===== config.mk =====
export PLATFORM = sky130hd
export DESIGN_NAME = prt_dptx_trn
export DESIGN_NICKNAME = d
export VERILOG_FILES = /design/src/rtl/prt_dptx_trn_pkg.sv /design/src/rtl/prt_dptx_trn_lane.sv /design/src/rtl/prt_dptx_trn.sv
export SDC_FILE = /design/constraint.sdc
export NUM_CORES = 1
export LEC_CHECK = 0
export ABC_AREA = 0
export BUFFER_PORTS_ARGS = -buffer_cell sky130_fd_sc_hd__buf_2
export CAP_MARGIN = 20
export CORE_MARGIN = 3
export CORE_UTILIZATION = 48
export DETAILED_ROUTE_END_ITERATION = 12
export PLACE_DENSITY = 0.86
export SLEW_MARGIN = 20
export SYNTH_ARGS = -nofsm -noshare
export SYNTH_HDL_FRONTEND = slang
export SYNTH_SLANG_ARGS = --single-unit

===== constraint.sdc =====
create_clock -name CLK_IN -period 2.7 [get_ports CLK_IN]
set_clock_uncertainty 0.2 [all_clocks]
set_input_delay 0.54 -clock CLK_IN [delete_from_list [all_inputs] [get_ports CLK_IN]]
set_output_delay 0.54 -clock CLK_IN [all_outputs]
set_load 0.02 [all_outputs]

===== src/rtl/prt_dptx_trn_pkg.sv =====
// Shared types, symbol constants and pattern tables for the DP TX training generator.
// Optional TPS4 support is selected by the PRT_DPTX_TRN_TPS4_EN macro.
package prt_dptx_trn_pkg;

    typedef enum logic [2:0] {
        IDLE = 3'd0,
        TPS1 = 3'd1,
        TPS2 = 3'd2,
        TPS3 = 3'd3,
        TPS4 = 3'd4
    } tps_t;

    localparam logic [7:0] SYM_D10_2  = 8'h4A;
    localparam logic [7:0] SYM_D11_6  = 8'hCB;
    localparam logic [7:0] SYM_K28_5  = 8'hBC;
    localparam logic [3:0] TRN_PERIOD = 4'd10;

    // Entries are {k, dat}, index 0 first.
    localparam logic [8:0] TPS2_SEQ [0:9] = '{
        {1'b1, SYM_K28_5}, {1'b0, SYM_D11_6}, {1'b1, SYM_K28_5}, {1'b0, SYM_D11_6},
        {1'b0, SYM_D10_2}, {1'b0, SYM_D10_2}, {1'b0, SYM_D10_2}, {1'b0, SYM_D10_2},
        {1'b0, SYM_D10_2}, {1'b0, SYM_D10_2}
    };

    localparam logic [8:0] TPS3_SEQ [0:9] = '{
        {1'b1, SYM_K28_5}, {1'b0, SYM_D11_6}, {1'b0, SYM_D10_2}, {1'b0, SYM_D10_2},
        {1'b1, SYM_K28_5}, {1'b0, SYM_D11_6}, {1'b0, SYM_D11_6}, {1'b0, SYM_D10_2},
        {1'b0, SYM_D10_2}, {1'b0, SYM_D10_2}
    };

    // Folds a value below 2*TRN_PERIOD back into 0..TRN_PERIOD-1.
    function automatic logic [3:0] trn_wrap(input logic [3:0] v);
        return (v >= TRN_PERIOD) ? (v - TRN_PERIOD) : v;
    endfunction

    function automatic tps_t tps_decode(input logic [2:0] code);
        tps_t t;
        case (code)
            3'd1:    t = TPS1;
            3'd2:    t = TPS2;
            3'd3:    t = TPS3;
`ifdef PRT_DPTX_TRN_TPS4_EN
            3'd4:    t = TPS4;
`endif
            default: t = IDLE;
        endcase
        return t;
    endfunction

    function automatic logic [2:0] lanes_decode(input logic [2:0] code);
        logic [2:0] n;
        case (code)
            3'd2:    n = 3'd2;
            3'd4:    n = 3'd4;
            default: n = 3'd1;
        endcase
        return n;
    endfunction

endpackage


===== src/rtl/prt_dptx_trn_lane.sv =====
// One lane of the training generator: pattern index, symbol mux and output register.
// Scrambler pass-through exists only when PRT_DPTX_TRN_TPS4_EN is defined.
module prt_dptx_trn_lane
    import prt_dptx_trn_pkg::*;
#(
    parameter int P_SPL = 2
) (
    input  logic                 CLK_IN,
    input  logic                 RST_IN,
    input  logic [2:0]           state,
    input  logic                 lane_act,
    input  logic                 restart,
    input  logic [P_SPL-1:0]     lnk_k,
    input  logic [P_SPL*8-1:0]   lnk_dat,
    input  logic [P_SPL-1:0]     scrm_k,
    input  logic [P_SPL*8-1:0]   scrm_dat,
    output logic [P_SPL-1:0]     trn_k,
    output logic [P_SPL*8-1:0]   trn_dat
);

    tps_t                 state_s;
    logic [3:0]           idx_r;
    logic [3:0]           idx_nxt_s;
    logic [P_SPL-1:0]     k_nxt_s;
    logic [P_SPL*8-1:0]   dat_nxt_s;
    logic [P_SPL-1:0]     k_r;
    logic [P_SPL*8-1:0]   dat_r;

`ifndef PRT_DPTX_TRN_TPS4_EN
    logic unused_s;
    assign unused_s = ^{scrm_k, scrm_dat};
`endif

    assign state_s = tps_t'(state);

    // Index advances by the symbols emitted per clock, wrapping at the pattern period.
    always_comb begin
        idx_nxt_s = trn_wrap(idx_r + 4'(P_SPL));
    end

    // Per-slot symbol selection; inactive lanes are blanked only while training.
    always_comb begin
        k_nxt_s   = '0;
        dat_nxt_s = '0;
        for (int j = 0; j < P_SPL; j++) begin
            logic [8:0] sym_s;
            sym_s = 9'd0;
            case (state_s)
                IDLE:    sym_s = {lnk_k[j], lnk_dat[j*8 +: 8]};
                TPS1:    sym_s = {1'b0, SYM_D10_2};
                TPS2:    sym_s = TPS2_SEQ[trn_wrap(idx_r + 4'(j))];
                TPS3:    sym_s = TPS3_SEQ[trn_wrap(idx_r + 4'(j))];
`ifdef PRT_DPTX_TRN_TPS4_EN
                TPS4:    sym_s = {scrm_k[j], scrm_dat[j*8 +: 8]};
`endif
                default: sym_s = 9'd0;
            endcase
            if (lane_act || (state_s == IDLE)) begin
                k_nxt_s[j]          = sym_s[8];
                dat_nxt_s[j*8 +: 8] = sym_s[7:0];
            end else begin
                k_nxt_s[j]          = 1'b0;
                dat_nxt_s[j*8 +: 8] = 8'd0;
            end
        end
    end

    // Index counter and output register.
    always_ff @(posedge CLK_IN or negedge RST_IN) begin
        if (!RST_IN) begin
            idx_r <= 4'd0;
            k_r   <= '0;
            dat_r <= '0;
        end else begin
            idx_r <= restart ? 4'd0 : idx_nxt_s;
            k_r   <= k_nxt_s;
            dat_r <= dat_nxt_s;
        end
    end

    assign trn_k   = k_r;
    assign trn_dat = dat_r;

endmodule


===== src/rtl/prt_dptx_trn.sv =====
// DP TX link-training pattern generator top: config/state register, status and lane array.
// TPS4 (scrambler pass-through) is enabled by defining PRT_DPTX_TRN_TPS4_EN.
module prt_dptx_trn
    import prt_dptx_trn_pkg::*;
#(
    parameter int P_LANES = 2,
    parameter int P_SPL   = 2
) (
    input  logic                         CLK_IN,
    input  logic                         RST_IN,
    input  logic                         CFG_SET_IN,
    input  logic [2:0]                   CFG_TPS_IN,
    input  logic [2:0]                   CFG_LANES_IN,
    input  logic [P_LANES*P_SPL-1:0]     LNK_K_IN,
    input  logic [P_LANES*P_SPL*8-1:0]   LNK_DAT_IN,
    input  logic [P_LANES*P_SPL-1:0]     SCRM_K_IN,
    input  logic [P_LANES*P_SPL*8-1:0]   SCRM_DAT_IN,
    output logic [P_LANES*P_SPL-1:0]     LNK_K_OUT,
    output logic [P_LANES*P_SPL*8-1:0]   LNK_DAT_OUT,
    output logic                         STA_ACT_OUT,
    output logic [15:0]                  STA_CNT_OUT
);

    tps_t        state_r;
    tps_t        state_nxt_s;
    logic [2:0]  lanes_r;
    logic [2:0]  lanes_nxt_s;
    logic        act_r;
    logic [15:0] cnt_r;

    // Next-state: any state may jump to any other, but only on a config strobe.
    always_comb begin
        state_nxt_s = state_r;
        lanes_nxt_s = lanes_r;
        if (CFG_SET_IN) begin
            state_nxt_s = tps_decode(CFG_TPS_IN);
            lanes_nxt_s = lanes_decode(CFG_LANES_IN);
        end else begin
            state_nxt_s = state_r;
            lanes_nxt_s = lanes_r;
        end
    end

    // State, lane count and status registers; the counter saturates instead of wrapping.
    always_ff @(posedge CLK_IN or negedge RST_IN) begin
        if (!RST_IN) begin
            state_r <= IDLE;
            lanes_r <= 3'd1;
            act_r   <= 1'b0;
            cnt_r   <= 16'd0;
        end else begin
            state_r <= state_nxt_s;
            lanes_r <= lanes_nxt_s;
            act_r   <= (state_r != IDLE);
            if (CFG_SET_IN) begin
                cnt_r <= 16'd0;
            end else if ((state_r != IDLE) && (cnt_r != 16'hFFFF)) begin
                cnt_r <= cnt_r + 16'd1;
            end else begin
                cnt_r <= cnt_r;
            end
        end
    end

    for (genvar l = 0; l < P_LANES; l++) begin : g_lane
        prt_dptx_trn_lane #(
            .P_SPL (P_SPL)
        ) u_lane (
            .CLK_IN   (CLK_IN),
            .RST_IN   (RST_IN),
            .state    (state_r),
            .lane_act (3'(l) < lanes_r),
            .restart  (CFG_SET_IN),
            .lnk_k    (LNK_K_IN[l*P_SPL +: P_SPL]),
            .lnk_dat  (LNK_DAT_IN[l*P_SPL*8 +: P_SPL*8]),
            .scrm_k   (SCRM_K_IN[l*P_SPL +: P_SPL]),
            .scrm_dat (SCRM_DAT_IN[l*P_SPL*8 +: P_SPL*8]),
            .trn_k    (LNK_K_OUT[l*P_SPL +: P_SPL]),
            .trn_dat  (LNK_DAT_OUT[l*P_SPL*8 +: P_SPL*8])
        );
    end

    assign STA_ACT_OUT = act_r;
    assign STA_CNT_OUT = cnt_r;

endmodule


# Yosys cells after proc, flatten, opt, wreduce, memory -nomap -nowiden

Memory sizes are Yosys's and may differ from the RTL's.
Cells that the tools add are included.

$add $sub $neg: 11
Magnitude comparators: 12
Equality and inequality tests: 9
Muxes and demuxes: 40
Bitwise logic cells: 4
Reductions and logical operators: 6

Operators with widths:

| cell                                                                        | number |
|---|---|
| 9-bit 2-to-1 mux                                                            | 16 |
| 9-bit one-hot mux with 4 select lines                                       | 4 |
| 16-bit 2-to-1 mux                                                           | 2 |
| 4-bit 2-to-1 mux                                                            | 8 |
| 8-bit 2-to-1 mux                                                            | 4 |
| 4-bit >= comparator, second input constant                                  | 6 |
| 4-bit subtractor, second input constant                                     | 6 |
| 5-bit >= comparator, second input constant                                  | 4 |
| 4-bit NOT with 5-bit output                                                 | 4 |
| 16-bit by 1-bit adder with 16-bit output, second input constant             | 1 |
| 16-bit inequality test, second input constant                               | 1 |
| 3-bit by 2-bit equality test with 1-bit output, second input constant       | 5 |
| 4-bit by 1-bit adder with 4-bit output, second input constant               | 2 |
| 4-bit by 2-bit adder with 4-bit output, second input constant               | 2 |
| 3-bit by 1-bit equality test with 1-bit output, second input constant       | 2 |
| 1-bit by 3-bit less-than comparator with 1-bit output, first input constant | 2 |
| 2-bit one-hot mux with 3 select lines                                       | 1 |
| 3-bit one-hot mux with 2 select lines                                       | 1 |
| 1-bit 2-to-1 mux                                                            | 4 |
| 3-bit equality test, second input constant                                  | 1 |
| 3-bit logical NOT                                                           | 1 |
| 3-bit nonzero test                                                          | 1 |
| 1-bit logical OR                                                            | 2 |
| 2-bit nonzero test                                                          | 1 |
| 1-bit logical AND                                                           | 1 |

Register bits: 67
Bits in read-only memories: 1152
Input port bits: 81
Output and inout port bits: 53
Word-level logic and storage cells: 100
Memories: 8

Memories:

| memory          | depth | width | read ports | clocked after Yosys merged registers in | wr ports | line                    | RTL |
|---|---|---|---|---|---|---|---|
| (no name shown) | 16    | 9     | 1          | 0                                       | 0        | prt_dptx_trn_lane.sv:51 | `TPS2: sym_s = TPS2_SEQ[trn_wrap(idx_r + 4'(j))];` |
| (no name shown) | 16    | 9     | 1          | 0                                       | 0        | prt_dptx_trn_lane.sv:52 | `TPS3: sym_s = TPS3_SEQ[trn_wrap(idx_r + 4'(j))];` |
| (no name shown) | 16    | 9     | 1          | 0                                       | 0        | prt_dptx_trn_lane.sv:52 |  |
| (no name shown) | 16    | 9     | 1          | 0                                       | 0        | prt_dptx_trn_lane.sv:51 |  |
| (no name shown) | 16    | 9     | 1          | 0                                       | 0        | prt_dptx_trn_lane.sv:52 |  |
| (no name shown) | 16    | 9     | 1          | 0                                       | 0        | prt_dptx_trn_lane.sv:51 |  |
| +2 memories     | n/a   | n/a   | n/a        | n/a                                     | n/a      | n/a                     |  |

# Logic depth before layout (Yosys ltp)

Gate-level depths: netlist of the first run.

Word-level depth: 9
Gate-level depth with buffers: 7
Mapped depth without buffers: 6

# By module

Synthesis of the first run repeated with hierarchy kept, for this count alone.

Cells, all modules: 335
Area, all modules: 3319.4 um^2

Modules (own cells, without submodules):

| module                                | times used | cells each | area an instance (um^2) | seq. area each (um^2) |
|---|---|---|---|---|
| prt_dptx_trn                          | 1          | 128        | 1192.4                  | 551.8 |
| prt_dptx_trn_lane at g_lane[1].u_lane | 1          | 103        | 1064.8                  | 525.5 |
| prt_dptx_trn_lane at g_lane[0].u_lane | 1          | 104        | 1062.3                  | 525.5 |

# Worst setup path after synthesis of the first run

OpenSTA, ideal clock, no wires.

Kind: register to register
Start point: reg g_lane[1].u_lane.idx_r[1]
End point: reg g_lane[1].u_lane.dat_r[7]
Library setup time: 0.078 ns
Arrival time: 2.027 ns
Required time: 2.422 ns
Slack: 0.395 ns
Cell stages (with the launch flop): 8
Buffers on the path: 1
Clock period less this slack: 2.305 ns
Path through: dfrtp_1 -> buf_2 -> inv_1 -> ha_1 -> nand2_1 -> o311a_1 -> nor4_1 -> o21bai_1

Word-level cells in the longest chain between the ends: 8
Elaborated cells between the ends (all ways): 12
Those cells by class: add/sub: 1; order compare: 1; mux: 7; bitwise: 1; memory: 2

Ends and longest elaborated chain:

| element                                                        | line                                             | RTL |
|---|---|---|
| from (decl)                                                    | prt_dptx_trn_lane.sv:22                          | `logic [3:0] idx_r;` |
| from (signal assigned)                                         | prt_dptx_trn_lane.sv:75                          | `idx_r <= restart ? 4'd0 : idx_nxt_s;` |
| 4-bit subtractor / 4-bit >= comparator (equally long branches) | prt_dptx_trn_pkg.sv:33                           | `return (v >= TRN_PERIOD) ? (v - TRN_PERIOD) : v;` |
| 4-bit 2-to-1 mux (*)                                           | prt_dptx_trn_pkg.sv:33                           |  |
| 4-bit NOT with 5-bit output (implied by the code) (*)          | prt_dptx_trn_lane.sv:51, prt_dptx_trn_lane.sv:52 |  |
| memory 16 x 9 bit, on equally long branches                    | n/a                                              |  |
| 9-bit 2-to-1 mux, on equally long branches (2 in a row)        | prt_dptx_trn_lane.sv:52, prt_dptx_trn_lane.sv:51 |  |
| 9-bit one-hot mux with 4 select lines (*)                      | prt_dptx_trn_lane.sv:48                          | `case (state_s)` |
| 8-bit 2-to-1 mux (*)                                           | prt_dptx_trn_lane.sv:58                          | `if (lane_act \|\| (state_s == IDLE)) begin` |
| via g_lane[1].u_lane.dat_nxt_s[7]                              | prt_dptx_trn_lane.sv:25                          | `logic [P_SPL*8-1:0] dat_nxt_s;` |
| to (signal assigned)                                           | prt_dptx_trn_lane.sv:77                          | `dat_r <= dat_nxt_s;` |
| to (decl)                                                      | prt_dptx_trn_lane.sv:27                          | `logic [P_SPL*8-1:0] dat_r;` |

The timed path passes the listed nets; every way through them passes the cells marked *. The select of a mux whose other input is x is not followed.
A chain may end at the register's enable or synchronous reset.

# Worst setup path in the final report of the first run

Start point: reg state_r[0]
End point: reg cnt_r[1] (netlist: STA_CNT_OUT[1])

Word-level cells in the longest chain between the ends: 3

Ends and longest elaborated chain:

| element                             | line               | RTL |
|---|---|---|
| from (decl)                         | prt_dptx_trn.sv:24 | `tps_t state_r;` |
| from (signal assigned)              | prt_dptx_trn.sv:52 | `state_r <= state_nxt_s;` |
| 3-bit nonzero test                  | prt_dptx_trn.sv:57 | `end else if ((state_r != IDLE) && (cnt_r != 16'hFFFF)) begin` |
| 1-bit logical AND                   | prt_dptx_trn.sv:57 |  |
| 2-bit nonzero test (no source line) | n/a                |  |
| to (signal assigned)                | prt_dptx_trn.sv:58 | `cnt_r <= cnt_r + 16'd1;` |
| to (signal assigned)                | prt_dptx_trn.sv:60 | `cnt_r <= cnt_r;` |
| to (decl)                           | prt_dptx_trn.sv:29 | `logic [15:0] cnt_r;` |

Every way passes these cells.

==> results of run 1 <==
==> cell usage in the layout, fill, tap and decap left out, types with 3 or more instances in the layout <==
| cell type | instances |
|---|---|
| o21ai_0 | 18 |
| buf_4 | 9 |
| inv_1 | 14 |
| buf_2 | 97 |
| ha_1 | 9 |
| xor2_1 | 3 |
| nor3_1 | 8 |
| nor2b_1 | 5 |
| nor2_1 | 39 |
| nand3_1 | 16 |
| and3_1 | 3 |
| a21oi_1 | 15 |
| a211oi_1 | 5 |
| or3_1 | 3 |
| nand2b_1 | 5 |
| a2bb2oi_1 | 3 |
| or4_2 | 3 |
| a31oi_1 | 3 |
| mux2_2 | 3 |
| and2_1 | 10 |
| dfrtp_1 | 63 |
| clkbuf_8 | 11 |
| nand2_1 | 17 |
| a21o_1 | 10 |
| o311ai_0 | 4 |
| nand3b_1 | 3 |
==> routing by layer <==
layer	vias up	GRT usage (%)
met5	-	0
met4	0	8.924
met3	13	3.802
met2	76	35.26
met1	1337	25.57
li1	1329	-
==> worst reg2reg max path, stage by stage, from the launching register on <==
cell and delay, ps:
dfrtp_1 500, nor2_2 360, clkinv_1 540, and3_1 400
a2bb2oi_1 150, o311ai_0 140
==> Yosys cell counts, drive strengths merged (4+ instances only) <==
cell	n
a211oi	5
a21o	10
a21oi	15
and2	11
clkbuf	9
dfrtp	63
ha	9
inv	14
nand2	17
nand2b	5
nand3	17
nor2	40
nor2b	5
nor3	8
o21ai	18
o311ai	4
or3	4
or4	5
==> power breakdown <==
group	total, mW	internal [mW]	switching, mW
clock	0.915	0.564	0.351
combinational	0.599	0.232	0.367
sequential	1.13	1.06	0.0665
total	2.64	1.86	0.784
==> path summary, 6_finish.rpt <==
path                       cells past startpoint            from  slack [ps]                          end
hold / removal                                 1          RST_IN          10               STA_CNT_OUT[9]
hold reg to reg                                2      lanes_r[0]         330                   lanes_r[0]
setup reg to reg                               5      state_r[0]         270               STA_CNT_OUT[1]
setup / recovery                               5      state_r[0]         270               STA_CNT_OUT[1]
max in group asynchronous                      2          RST_IN        1620                   lanes_r[0]
min in group CLK_IN                            2  LNK_DAT_IN[18]         200  g_lane[1].u_lane.trn_dat[2]
==> layout make-up <==
cell class                      count  area, µm²  share of cell area, %
Tap cell                           75      93.84                  2.382
Clock buffer                       12      155.1                  3.939
Sequential cell                    64       1603                  40.69
Inverter                           16      60.06                  1.525
Clock inverter                      3      65.06                  1.652
Timing Repair Buffer              107      573.1                  14.55
Multi-Input combinational cell    223       1389                  35.26
==> stage by stage <==
step | hold WS [ps] | util [%] | instance area (µm²)
floorplan | 44.41 | - | 3123
finish | 13.03 | 64.61 | 3939
global route | 54.08 | 64.61 | 3939
CTS | 26.35 | 64.61 | 3939
global placement | 295.4 | 61.00 | 3719
detailed placement | 314.8 | 61.00 | 3719
==> state kept, by name, indices dropped and copies added (netlist names) <==
register               flops
g_lane.u_lane.trn_k        4
g_lane.u_lane.idx_r        6
STA_ACT_OUT                1
STA_CNT_OUT               16
lanes_r                    3
state_r                    2
g_lane.u_lane.trn_dat     32
==> kinds of logic after synthesis <==
group | share of synthesized area, %
mux | 1.402
compound gates | 16.27
simple gates | 21.80
fa+ha+maj | 3.606
xor+xnor | 1.402
flops | 51.32
buf+inv | 4.207
==> flow_summary_export.csv, run 1 <==
group,metric,value,unit
clock_network,clock-sinks,64,
floorplanning,die-width,86.66,µm
power_and_ir_drop,ir_drop,0.4543,mV
setup_path,crit_fanout,18,
sta,rsz0062_at_grt,"false",
setup_path,cp_slowest_stage_delay,540,ps
global_route,antenna_found_initial,0,
setup_path,cp_slowest_cell,"clkinv_1",
setup_path,cp-start-kind,"flop",
synthesis,synthFlopType,"dfrtp_1",
placement,dp_slack,334.7,ps
drt,routed-wl-met3,391,µm
final_layout,stdcell_count,500,
synthesis,avgSynthCellArea,9.914,µm²
clock_network,clk_path_buf_depth,2,
setup_path,critPathCaptureType,"flop",
power_and_ir_drop,power_density,670.9,nW/µm²
run,maxCapViolations,0,
final_layout,final_nets,511,
synthesis,synth-edff-count,0,
global_route,grt_max_degree,41,
clock_network,numCtsBuffers,9,
final_layout,area_delta_synth_final,26.12,%
sta,drv_slew,0,
synthesis,synth_cells,315,
clock_network,cts_resized,0,
setup_path,worstPathArrival,2430,ps
sta,timing.final.hold_violations,0,
drt,avgViaCountPerCell,5.510,
clock_network,post_cts_buffers,0,
synthesis,netlist_area,3123,µm²
placement,dp_hpwl,5468,µm
global_route,grt_use_total,20.67,%
floorplanning,die_area,7510,µm²
floorplanning,core.rowCount,28,
clock_network,insertion_delay,340,ps
drt,wl_per_cell,14.90,µm
placement,globalplace.congestion,0.7886,
floorplanning,fp.dieH,86.66,µm
final_layout,nFillCells,493,
floorplanning,core,6096,µm²
drt,drc,0,
synthesis,yosysUniqueCellTypes,57,
drt,top_layer,"met4",
worst_hold_path,min_path_type,"in2async",
setup_path,worstPathCellList,"nor2_2 > clkinv_1 > and3_1 > a2bb2oi_1 > o311ai_0",
clock_network,cts-root-buf,"clkbuf_8",
drt,drt_iter0_markers,184,
synthesis,yosys_warnings,0,
synthesis,synth.area.top_cells,"dfrtp_1 (50%), nor2_1 (4.7%), ha_1 (3.6%)",
floorplanning,io_pins,134,
placement,place_inst,485,
power_and_ir_drop,leakagePower,1.972,nW
setup_path,crit_required,2690,ps
synthesis,netlist.area_leader.share,50.48,%
synthesis,synth_seq_area_share,51.32,%
final_layout,n_antenna_cell,0,
drt,wl,7450,µm
sta,fin_crit,2433,ps
synthesis,ys_async_sr_fraction,100.0,%
sta,maxSlewHeadroom,54.55,%
synthesis,synth.largest_area_cell,"dfrtp_1",
global_route,grt_pass1_wl,12410,µm
drt,vias,2755,
clock_network,htreeDepth,3,
floorplanning,start_util,51.23,%
drt,ant_nets,0,
clock_network,cts_tree,"built",
final_layout,drive_gt1_share,31.76,%
status,status,"complete, no violations",
power_and_ir_drop,finalPower,2.642,mW
sta,max_freq,411.0,MHz
placement,io_buffers,97,
sta,tightest_slew,674.7,ps
drt,wl_met1,3118,µm
drt,firstDrtPassIters,5,
drt,met2_length,3826,µm
setup_path,critical_path.top_delay_family,"simple AND/OR/NAND/NOR gates",
setup_path,critPathBufInv,1,
global_route,overflow,0,
synthesis,syn_nets,405,
clock_network,path_clk_slew,70,ps
clock_network,hold_buffers,0,
setup_path,crit_type,"reg2reg",
sta,fin_setup_tns,0,ps
sta,min_period_over_period,90.12,%
sta,worst_slack,266.8,ps
sta,finalSetupViolCount,0,
synthesis,synth-seq-cells,64,
global_route,grt_pass1_vias,2715,
(Power assumes the default switching activity.)
==> inputs of run 2 (changes only) <==
==> constraint.sdc (replaced) <==
create_clock -name CLK_IN -period 2.6 [get_ports CLK_IN]
set_clock_uncertainty 0.2 [all_clocks]
set_input_delay 0.52 -clock CLK_IN [delete_from_list [all_inputs] [get_ports CLK_IN]]
set_output_delay 0.52 -clock CLK_IN [all_outputs]
set_load 0.02 [all_outputs]
==> flow_summary_export.csv, run 2 (synthesis results as in run 1) <==
group,metric,value,unit
clock_network,htreeDepth,3,
power_and_ir_drop,ir_drop,0.5388,mV
drt,ant_nets,0,
clock_network,cts_resized,0,
clock_network,clk_path_buf_depth,2,
clock_network,clock-sinks,64,
power_and_ir_drop,power_density,696.3,nW/µm²
setup_path,cp_common_cell,"buf_4",
drt,avgViaCountPerCell,5.409,
setup_path,worstPathCellList,"nor2_2 > buf_4 > nor4_2 > buf_4 > nor3_1 > o21bai_1",
floorplanning,die-width,86.66,µm
placement,dp_slack,423.8,ps
global_route,antenna_found_initial,0,
global_route,grt_use_total,21.02,%
final_layout,n_antenna_cell,0,
final_layout,layout_commonest_cell,"buf_2",
floorplanning,start_util,51.23,%
drt,drc,0,
clock_network,post_cts_buffers,0,
sta,finalSetupViolCount,0,
power_and_ir_drop,leakagePower,1.977,nW
global_route,grt_pass1_wl,12450,µm
sta,fin_crit,2222,ps
final_layout,largest_reg_flops,32,
sta,maxSlewHeadroom,52.92,%
worst_hold_path,min_path_type,"in2async",
setup_path,crit_type,"reg2reg",
setup_path,cp_slowest_stage_delay,510,ps
floorplanning,core.rowCount,28,
global_route,grt_pass1_vias,2666,
drt,firstDrtPassIters,4,
placement,postPlaceCellArea,3729,µm²
final_layout,drive_gt1_share,31.93,%
sta,worst_slack,377.6,ps
floorplanning,io_pins,134,
setup_path,cp_slowest_cell,"dfrtp_1",
drt,vias,2726,
drt,wl,7522,µm
final_layout,final_area,3943,µm²
setup_path,worstPathArrival,2290,ps
clock_network,insertion_delay,340,ps
final_layout,final_cell_mix,"buf_2 (97), dfrtp_1 (63), nor2_1 (39)",
setup_path,critPathBufInv,2,
setup_path,crit_fanout,12,
clock_network,cts_tree,"built",
setup_path,cp-start-kind,"flop",
drt,drt_iter0_markers,209,
run,maxCapViolations,0,
status,status,"complete, no violations",
setup_path,r2r_slack,380,ps
drt,wl_per_cell,14.92,µm
sta,rsz0062_at_grt,"false",
sta,fin_setup_tns,0,ps
clock_network,numCtsBuffers,9,
final_layout,area_delta_synth_final,26.24,%
setup_path,crit_required,2660,ps
floorplanning,fp.dieH,86.66,µm
final_layout,final_nets,514,
floorplanning,core,6096,µm²
setup_path,critPathCaptureType,"flop",
global_route,grt_max_degree,32,
sta,whs,27.44,ps
clock_network,path_clk_slew,70,ps
sta,timing.final.hold_violations,0,
global_route,overflow,0,
placement,io_buffers,97,
placement,dp_hpwl,5418,µm
sta,tightest_slew,698.9,ps
clock_network,cts-root-buf,"clkbuf_8",
placement,globalplace.congestion,0.8062,
clock_network,hold_buffers,0,
sta,max_freq,450.0,MHz
sta,min_period_over_period,85.48,%
sta,drv_slew,0,
setup_path,critical_path.top_delay_family,"simple AND/OR/NAND/NOR gates",
floorplanning,die_area,7510,µm²
==> run 2: cell count changes in the layout (fill, tap and decap cells not counted) <==
cell      previous run  this run
buf_12               1         0
buf_4                9        13
clkbuf_1             1         3
clkbuf_8            11        10
==> run 2: final timing paths <==
path	start	to	depth (start not counted)
worst max-delay path	state_r[0]	g_lane[0].u_lane.trn_dat[7]	6
worst min-delay path	RST_IN	g_lane[0].u_lane.idx_r[3]	1
worst max register to register	state_r[0]	g_lane[0].u_lane.trn_dat[7]	6
worst min register to register	STA_CNT_OUT[7]	STA_CNT_OUT[7]	1
max in group asynchronous	RST_IN	STA_ACT_OUT	2
min in group CLK_IN	LNK_DAT_IN[18]	g_lane[1].u_lane.trn_dat[2]	2
==> run 2: layout make-up <==
class                           instances  area (µm²)
Clock buffer                           13       148.9
Inverter                               16       60.06
Tap cell                               75       93.84
Fill cell                             493        2153
Sequential cell                        64        1603
Clock inverter                          3       65.06
Timing Repair Buffer                  110       583.1
Multi-Input combinational cell        223        1389
==> run 2: worst register-to-register path, cell delays in order (launching register included) <==
cell and delay, ps:
dfrtp_1 510, nor2_2 290, buf_4 230, nor4_2 50
buf_4 160, nor3_1 510, o21bai_1 190
==> run 2: report_power, final <==
part / switching, mW / internal, mW
clock network: 0.374 / 0.566
registers: 0.0646 / 1.10
logic: 0.391 / 0.247
==> run 2: through the flow <==
stage	util [%]	total power, mW	std cells
finish	64.68	2.745	504
detailed placement	61.17	1.823	488
CTS	64.68	2.764	504
global placement	61.17	1.795	488
global route	64.68	2.892	504
floorplan	-	1.584	315
==> run 2: per-layer routing <==
layer,global-route usage [%],wire (µm),up-vias
met5,0,0,-
met4,8.640,131,0
met3,3.517,509,12
met2,35.81,3761,100
met1,26.45,3120,1278
li1,-,-,1336
==> inputs of run 3 (changes only) <==
--- a/config.mk
+++ b/config.mk
@@ -7,11 +7,11 @@
 export LEC_CHECK = 0
 export ABC_AREA = 0
 export BUFFER_PORTS_ARGS = -buffer_cell sky130_fd_sc_hd__buf_2
-export CAP_MARGIN = 20
+export CAP_MARGIN = 5
 export CORE_MARGIN = 3
-export CORE_UTILIZATION = 48
+export CORE_UTILIZATION = 43
 export DETAILED_ROUTE_END_ITERATION = 12
-export PLACE_DENSITY = 0.86
+export PLACE_DENSITY = 0.82
 export SLEW_MARGIN = 20
 export SYNTH_ARGS = -nofsm -noshare
 export SYNTH_HDL_FRONTEND = slang
==> constraint.sdc (replaced) <==
create_clock -name CLK_IN -period 1.9 [get_ports CLK_IN]
set_clock_uncertainty 0.2 [all_clocks]
set_input_delay 0.38 -clock CLK_IN [delete_from_list [all_inputs] [get_ports CLK_IN]]
set_output_delay 0.38 -clock CLK_IN [all_outputs]
set_load 0.02 [all_outputs]
==> flow_summary_export.csv, run 3 (synthesis results as in run 1) <==
group,metric,value,unit
setup_path,crit_fanout,6,
global_route,grt_pass1_wl,14420,µm
final_layout,layout_commonest_cell,"buf_2",
setup_path,critical_path.top_delay_family,"simple AND/OR/NAND/NOR gates",
setup_path,r2r_slack,-30,ps
sta,timing.final.hold_violations,0,
clock_network,cts-root-buf,"clkbuf_8",
floorplanning,core.rowCount,30,
drt,avgViaCountPerCell,5.294,
final_layout,final_nets,551,
final_layout,seqCellArea,1625,µm²
clock_network,clock-sinks,64,
setup_path,worstPathArrival,1990,ps
sta,finalSetupViolCount,7,
worst_hold_path,min_path_type,"in2reg",
placement,io_buffers,97,
final_layout,drive_gt1_share,47.42,%
run,maxCapViolations,0,
drt,drc,0,
sta,drv_slew,0,
drt,firstDrtPassIters,4,
global_route,grt_pass1_vias,2941,
sta,tightest_slew,470.3,ps
final_layout,final_area,4502,µm²
drt,wl,8670,µm
floorplanning,io_pins,134,
final_layout,multi_input_area,1584,µm²
power_and_ir_drop,leakagePower,2.184,nW
clock_network,insertion_delay,340,ps
sta,fin_crit,1926,ps
setup_path,crit_required,1970,ps
placement,place_inst,539,
final_layout,largest_reg_flops,32,
floorplanning,die-width,91.22,µm
drt,drt_iter0_markers,128,
global_route,overflow,0,
floorplanning,fp.dieH,91.22,µm
drt,ant_nets,0,
sta,fin_setup_tns,-101.6,ps
status,violations,"setup timing",
power_and_ir_drop,ir_drop,0.4177,mV
sta,rsz0062_at_grt,"true",
clock_network,cts_tree,"built",
final_layout,nFillCells,543,
placement,globalplace.congestion,0.8767,
floorplanning,start_util,45.22,%
clock_network,path_clk_slew,70,ps
setup_path,crit_type,"reg2reg",
setup_path,cp_common_cell,"or4_4",
setup_path,worstPathCellList,"nand3_2 > or4_4 > or4_4 > a21oi_2",
setup_path,cp-start-kind,"flop",
power_and_ir_drop,finalPower,4.029,mW
clock_network,htreeDepth,3,
final_layout,n_antenna_cell,0,
status,status,"finished with violations",
floorplanning,core,6907,µm²
global_route,grt_use_total,21.58,%
final_layout,final_cell_mix,"buf_2 (97), buf_4 (46), dfrtp_1 (45)",
sta,min_period_over_period,101.4,%
placement,postPlaceCellArea,4104,µm²
setup_path,critPathBufInv,0,
global_route,grt_max_degree,29,
setup_path,cp_slowest_cell,"or4_4",
final_layout,utilization,65.18,%
global_route,antenna_found_initial,0,
placement,dp_hpwl,6214,µm
floorplanning,die_area,8321,µm²
drt,vias,2975,
final_layout,area_delta_synth_final,44.15,%
sta,maxSlewHeadroom,68.40,%
setup_path,cp_slowest_stage_delay,600,ps
power_and_ir_drop,power_density,894.9,nW/µm²
sta,worst_slack,-25.67,ps
clock_network,clk_path_buf_depth,2,
sta,max_freq,519.3,MHz
clock_network,numCtsBuffers,9,
drt,wl_per_cell,15.43,µm
final_layout,stdcell_count,562,
setup_path,critPathCaptureType,"flop",
-- run 3: what timing repair did --
action | 4_1_cts | 5_1_grt
hold buffers | 1 | 0
setup buffers | 5 | 1
endpoints found under the hold margin | 16 | 0
gates resized for setup | 8 | 20
setup endpoints to repair | 12 | 26
pin swaps | 6 | 3
gates cloned | 0 | 0
-- run 3: cell type report --
type / count / share of cell area [%]
Clock buffer: 10 / 2.835
Clock inverter: 6 / 2.057
Inverter: 16 / 1.334
Multi-Input combinational cell: 223 / 35.19
Sequential cell: 64 / 36.10
Tap cell: 96 / 2.668
Timing Repair Buffer: 147 / 19.82
-- run 3: worst paths after layout --
| kind | cells after the start | to | start |
|---|---|---|---|
| setup / recovery | 4 | STA_CNT_OUT[13] | STA_CNT_OUT[5] |
| hold / removal | 3 | g_lane[1].u_lane.trn_dat[8] | LNK_DAT_IN[24] |
| setup reg to reg | 4 | STA_CNT_OUT[13] | STA_CNT_OUT[5] |
| hold reg to reg | 2 | lanes_r[0] | lanes_r[0] |
| max in group asynchronous | 3 | lanes_r[0] | RST_IN |
| min in group asynchronous | 2 | STA_CNT_OUT[11] | RST_IN |
-- run 3: worst register-to-register path: cells and delay by family, from the launching register on --
| family | cells | cell delay [ps] |
|---|---|---|
| and+or+nand+nor | 3 | 1150 |
| DFF | 1 | 380 |
| AOI/OAI and AO/OA | 1 | 120 |
-- run 3: per-layer routing --
metal / vias up / share of wire, % / track usage (%)
li1: 1417 / - / -
met1: 1420 / 41 / 28.37
met4: 0 / 1.1 / 5.653
met2: 128 / 49 / 35.62
met5: - / 0 / 0
met3: 10 / 8.2 / 5.385
-- run 3: metrics by stage --
stage | hold WS [ps] | setup slack (ps)
after floorplan | -115.6 | -4.985
after global placement | 162.5 | 2.820
after detailed placement | 161.2 | -93.78
after CTS | 15.50 | -10.87
after global routing | 22.55 | -103.3
final | 38.57 | -25.67
-- run 3: where the power goes --
part           switching, mW  internal (mW)  leakage (nW)
clock                  0.548          0.745         0.103
combinational          0.662          0.487          1.30
sequential            0.0735           1.51         0.783
